==> src/rtl/cont_pkg.sv <==
// Shared mode and direction encodings for the parametrised ring/Johnson/shift counter.
package cont_pkg;

  localparam logic [1:0] MODE_RING    = 2'b00;
  localparam logic [1:0] MODE_JOHNSON = 2'b01;
  localparam logic [1:0] MODE_SHIFT   = 2'b10;
  localparam logic [1:0] MODE_HOLD    = 2'b11;

  localparam logic DIR_LEFT  = 1'b0;
  localparam logic DIR_RIGHT = 1'b1;

endpackage

==> src/rtl/cont_anel_param_div_tick.sv <==
// Programmable step prescaler: tick strobes once every div+1 enabled cycles.
module div_tick #(
  parameter int DIV_W = 26
) (
  input  logic             ck,
  input  logic             clr,
  input  logic             en,
  input  logic             clear,
  input  logic [DIV_W-1:0] div,
  output logic             tick
);

  logic [DIV_W-1:0] cnt_q, cnt_d;

  // ">=" rather than "==" so lowering div below the count still fires promptly
  assign tick = en & (cnt_q >= div);

  always_comb begin
    cnt_d = cnt_q;
    if (clear || tick) begin
      cnt_d = '0;
    end else if (en) begin
      cnt_d = cnt_q + DIV_W'(1);
    end
  end

  always_ff @(posedge ck or negedge clr) begin
    if (!clr) begin
      cnt_q <= '0;
    end else begin
      cnt_q <= cnt_d;
    end
  end

endmodule

==> src/rtl/cont_anel_param.sv <==
// N-bit ring / Johnson / serial-shift register with direction, parallel load,
// prescaled stepping and illegal-state correction back to the home state.
module cont_anel_param
  import cont_pkg::*;
#(
  parameter int N     = 8,
  parameter int DIV_W = 26
) (
  input  logic             ck,
  input  logic             clr,
  input  logic             en,
  input  logic             load,
  input  logic [N-1:0]     d,
  input  logic [1:0]       mode,
  input  logic             dir,
  input  logic             sin,
  input  logic [DIV_W-1:0] div,
  output logic [N-1:0]     q,
  output logic             tick,
  output logic             wrap,
  output logic             err
);

  localparam logic [N-1:0] RING_HOME = {{(N-1){1'b0}}, 1'b1};
  localparam logic [N-1:0] JOHN_HOME = '0;

  logic [N-1:0] q_q, q_d;
  logic         wrap_q, wrap_d;
  logic         err_q, err_d;
  logic [N-1:0] ring_nxt, john_nxt, shift_nxt;
  logic [N-2:0] edge_diff;
  logic         ring_ok, john_ok;

  div_tick #(.DIV_W(DIV_W)) u_div_tick (
    .ck    (ck),
    .clr   (clr),
    .en    (en),
    .clear (load),
    .div   (div),
    .tick  (tick)
  );

  assign ring_nxt  = (dir == DIR_RIGHT) ? {q_q[0], q_q[N-1:1]}  : {q_q[N-2:0], q_q[N-1]};
  assign john_nxt  = (dir == DIR_RIGHT) ? {~q_q[0], q_q[N-1:1]} : {q_q[N-2:0], ~q_q[N-1]};
  assign shift_nxt = (dir == DIR_RIGHT) ? {sin, q_q[N-1:1]}     : {q_q[N-2:0], sin};

  // Johnson codes have at most one transition between neighbouring bits
  genvar gi;
  generate
    for (gi = 0; gi < N - 1; gi++) begin : g_edge
      assign edge_diff[gi] = q_q[gi+1] ^ q_q[gi];
    end
  endgenerate

  assign ring_ok = ($countones(q_q) == 1);
  assign john_ok = ($countones(edge_diff) <= 1);

  always_comb begin
    q_d    = q_q;
    wrap_d = 1'b0;
    err_d  = 1'b0;
    if (load) begin
      q_d = d;
    end else if (tick) begin
      case (mode)
        MODE_RING: begin
          if (ring_ok) begin
            q_d    = ring_nxt;
            wrap_d = (ring_nxt == RING_HOME);
          end else begin
            q_d   = RING_HOME;
            err_d = 1'b1;
          end
        end
        MODE_JOHNSON: begin
          if (john_ok) begin
            q_d    = john_nxt;
            wrap_d = (john_nxt == JOHN_HOME);
          end else begin
            q_d   = JOHN_HOME;
            err_d = 1'b1;
          end
        end
        MODE_SHIFT: q_d = shift_nxt;
        default:    q_d = q_q;
      endcase
    end
  end

  always_ff @(posedge ck or negedge clr) begin
    if (!clr) begin
      q_q    <= RING_HOME;
      wrap_q <= 1'b0;
      err_q  <= 1'b0;
    end else begin
      q_q    <= q_d;
      wrap_q <= wrap_d;
      err_q  <= err_d;
    end
  end

  assign q    = q_q;
  assign wrap = wrap_q;
  assign err  = err_q;

endmodule

==> config.mk <==
export PLATFORM = sky130hd
export DESIGN_NAME = cont_anel_param
export DESIGN_NICKNAME = d
export VERILOG_FILES = /design/src/rtl/cont_pkg.sv /design/src/rtl/cont_anel_param_div_tick.sv /design/src/rtl/cont_anel_param.sv
export SDC_FILE = /design/constraint.sdc
export NUM_CORES = 1
export LEC_CHECK = 0
export BUFFER_PORTS_ARGS = -buffer_cell sky130_fd_sc_hd__buf_4
export CORE_UTILIZATION = 57
export DETAILED_ROUTE_END_ITERATION = 7
export PLACE_DENSITY = 0.81
export SETUP_SLACK_MARGIN = 0.05
export SLEW_MARGIN = 15
export SYNTH_ARGS = -nofsm -noshare
export SYNTH_HDL_FRONTEND = slang
export SYNTH_SLANG_ARGS = --single-unit
export TNS_END_PERCENT = 30
==> constraint.sdc <==
create_clock -name ck -period 5.6 [get_ports ck]
set_input_delay 0.84 -clock ck [delete_from_list [all_inputs] [get_ports ck]]
set_output_delay 0.84 -clock ck [all_outputs]
set_load 0.03 [all_outputs]
==> results.py <==
metrics = {
    "clock_tree": {
        "cts_hold_buf": 0,
        "cts_buffers": 5,
        "cts.clk_slew.worst_paths_ns": 0.08,
        "cts-root-buf": "clkbuf_8",
        "cts.sinks": 36,
        "cts_buffer_depth": 2,
        "postCtsResizedCells": 0,
        "htreeDepth": 2,
        "cts_tree": "built",
        "insertion_delay_ns": 0.29,
        "cts_setup_buffers": 0,
    },
    "sta": {
        "finalSetupViolations": 0,
        "relSlewSlack_pct": 44.1,
        "hold_ws_ns": 0.508,
        "rsz0062_at_grt": "no",
        "report.final.slew_viol_count": 0,
        "max_freq_mhz": 217,
        "setup_tns_ns": 0,
        "hold_violations": 0,
        "worstMarginPinSlew_ns": 0.833,
        "clock_skew_ns": 0.00475,
        "fin_ws_ns": 0.996,
        "period_share_pct": 82.2,
        "period_minus_slack_ns": 4.60,
    },
    "finish": {
        "n_fill_cell": 426,
        "final_cells": 471,
        "antenna-diode-count": 0,
        "final_core_util_pct": 69.4,
        "nets": 484,
        "regArea_um2": 902,
        "drive_gt1_share_pct": 18.2,
        "multiInputGateArea_mm2": 0.00191,
        "syn_to_final_growth_pct": 17.0,
    },
    "setup_path": {
        "worstPathRequired_ns": 5.81,
        "cpMostUsedCell": "fa_1",
        "ff2ff_setup_slack_ns": 1.0,
        "r2r_end": "q[4]",
        "crit_chain": "inv_1 -> fa_1 -> fa_1 -> fa_1 -> inv_1 -> ha_1 -> inv_1 -> fa_1 -> a2111oi_0 -> a21oi_1 -> nand3b_1 -> mux2_2 -> or3_1 -> o211ai_2",
        "critPathMaxStageDelay_ns": 0.62,
        "worstSetupEndpointType": "register",
        "slowest_stage": "dfstp_2",
        "worstReg2RegStart": "q[0]",
        "crit_path_max_fanout": 9,
        "startpoint_type": "register",
        "reg2reg_depth": 14,
        "critical_path_arrival_ns": 4.82,
        "crit_type": "register to register",
    },
    "place": {
        "hpwl_um": 5040,
        "dp_slack_ns": 0.996,
        "io_buffer_count": 52,
        "gp_congestion": 0.914,
        "dp.cells": 463,
    },
    "die": {
        "die_y_um": 75.1,
        "die_x_um": 75.1,
        "dieArea_mm2": 0.00564,
        "rows": 26,
        "pin_count": 53,
        "start_util_pct": 59.3,
        "coreArea_mm2": 0.00514,
    },
    "pwr": {
        "pwr-share-clk_pct": 31.5,
        "swShare_pct": 32.3,
        "power_frac_seq_pct": 38.1,
        "p_comb_share_pct": 30.4,
        "p_sw_w": 0.000239,
        "power_density_mw_per_mm2": 207,
        "ir_worst_vdd_uv": 174,
        "p_leak_nw": 1.80,
        "p_int_w": 0.000500,
    },
    "synthesis": {
        "yosys.cell_types.count": 49,
        "async_flop_share_pct": 100,
        "ys_ff_latch": 36,
        "synthFlopType": "dfrtp_1",
        "synth_edf_count": 0,
        "syn-num-nets": 440,
        "synth_common_cells": "inv_1 (45), dfrtp_1 (35), ha_1 (35)",
        "yosysTopAreaCellShare_pct": 28.7,
        "seq_area_frac_synth_pct": 29.6,
        "synthCells": 356,
        "yosysTopAreaCell": "dfrtp_1",
        "synth_most_common_cell": "inv_1",
        "synth_area_leaders": "dfrtp_1 (29%), ha_1 (14%), inv_1 (5.5%), xor2_1 (4.9%), fa_1 (4.6%)",
        "syn_area_per_cell_um2": 8.56,
        "synth_area_mm2": 0.00305,
        "yosysWarnings": 0,
    },
    "routing": {
        "wire_per_inst_um": 14.2,
        "dr.pass1.iters": 4,
        "dr_total_vias": 2627,
        "drc": 0,
        "wirelength_um": 6670,
        "antenna_left": 0,
        "viasPerCell": 5.58,
        "drtIter0Drc": 105,
    },
    "global_routing": {
        "grt_pass1_wl_um": 11000,
        "antenna_found_initial": 0,
        "grt_pass1_vias": 2516,
        "grt_use_total_pct": 25.9,
        "grt_max_degree": 37,
        "grt-ovfl-total": 0,
    },
    "min_path": {
        "hold_class": "input pin to async pin",
    },
    "flow_run": {
        "cap_viol_max_count": 0,
    },
    "outcome": {
        "outcome": "complete, no violations",
    },
}
## state kept, by name (all words and copies together), names as in the netlist
signal / cells
u_div_tick.cnt_q: 26
q: 8
err: 1
wrap: 1
## cells in the final DEF (no fill, tap or decap), types with 2 or more instances in the layout
cell and count:
a21oi_1 20, a22oi_1 2, and3_1 5, buf_4 52, clkbuf_8 5, dfrtp_1 35, fa_1 7, ha_1 35
inv_1 45, mux2i_1 6, nand2_1 34, nand2b_1 3, nand3_1 12, nand3b_1 8, nand4_1 7, nor2_1 33
nor2b_1 3, nor3_1 9, nor4_2 2, o211ai_2 5, o21a_1 3, o21ai_0 11, o21ai_1 4, o31ai_1 2
or3_1 2, xnor2_1 11, xor2_1 17
## worst max-delay path by stage
stage / startpoint / endpoint / slack (ns) / depth (start not counted)
final: q[0] / q[4] / 1.0 / 14
after global routing: q[0] / q[4] / 0.71 / 14
after CTS: q[0] / q[4] / 0.98 / 14
after detailed placement: q[0] / q[4] / 1.0 / 14
after global placement: q[0] / q[4] / 1.12 / 14
after floorplan: q[1] / q[1] / 1.21 / 16
## per-stage QoR
step           total power (W)  cell area (um2)
4_1_cts               0.000741             3570
3_5_place_dp          0.000510             3460
2_1_floorplan         0.000436             3050
3_3_place_gp          0.000500             3460
6_report              0.000738             3570
5_1_grt               0.000778             3570
## worst max-delay path: cells and delay by family, from the launching register on
kind	cells	cell delay (ns)
adders and majority gates	5	1.95
and+or+nand+nor	2	0.75
AOI/OAI and AO/OA	3	0.68
DFF	1	0.62
muxes	1	0.31
buffers and inverters	3	0.22
## cell type report
type / count / share of cell area (%)
flip-flops and latches: 36 / 25.3
clock buffers: 6 / 2.04
inverters: 45 / 4.74
repair buffers: 52 / 10.9
multi-input cells: 260 / 53.5
well taps: 70 / 2.46
clock inverters: 2 / 0.982
## metal layers
layer	part of all wire [%]	vias up	global-route usage (%)
met5	0	-	0
met4	1.5	0	9.43
met3	4.0	12	3.88
met2	50	70	46.2
met1	44	1255	31.8
li1	-	1290	-
## power by group through the flow
stage	registers, W	logic, W	clock network (W)
after floorplan	0.000288	0.000148	0
after global placement	0.000286	0.000214	0
after detailed placement	0.000286	0.000224	0
after CTS	0.000281	0.000226	0.000234
after global routing	0.000283	0.000253	0.000243
final	0.000281	0.000225	0.000232
## logic make-up after synthesis
logic type	after synthesis	share of synthesized area [%]
buf+inv	60	7.76
fa+ha+maj	42	19.0
xor+xnor	28	8.05
flops	36	29.6
mux	7	2.34
compound gates	59	12.8
simple gates	124	20.4
Power figures use the tool's default switching activity.
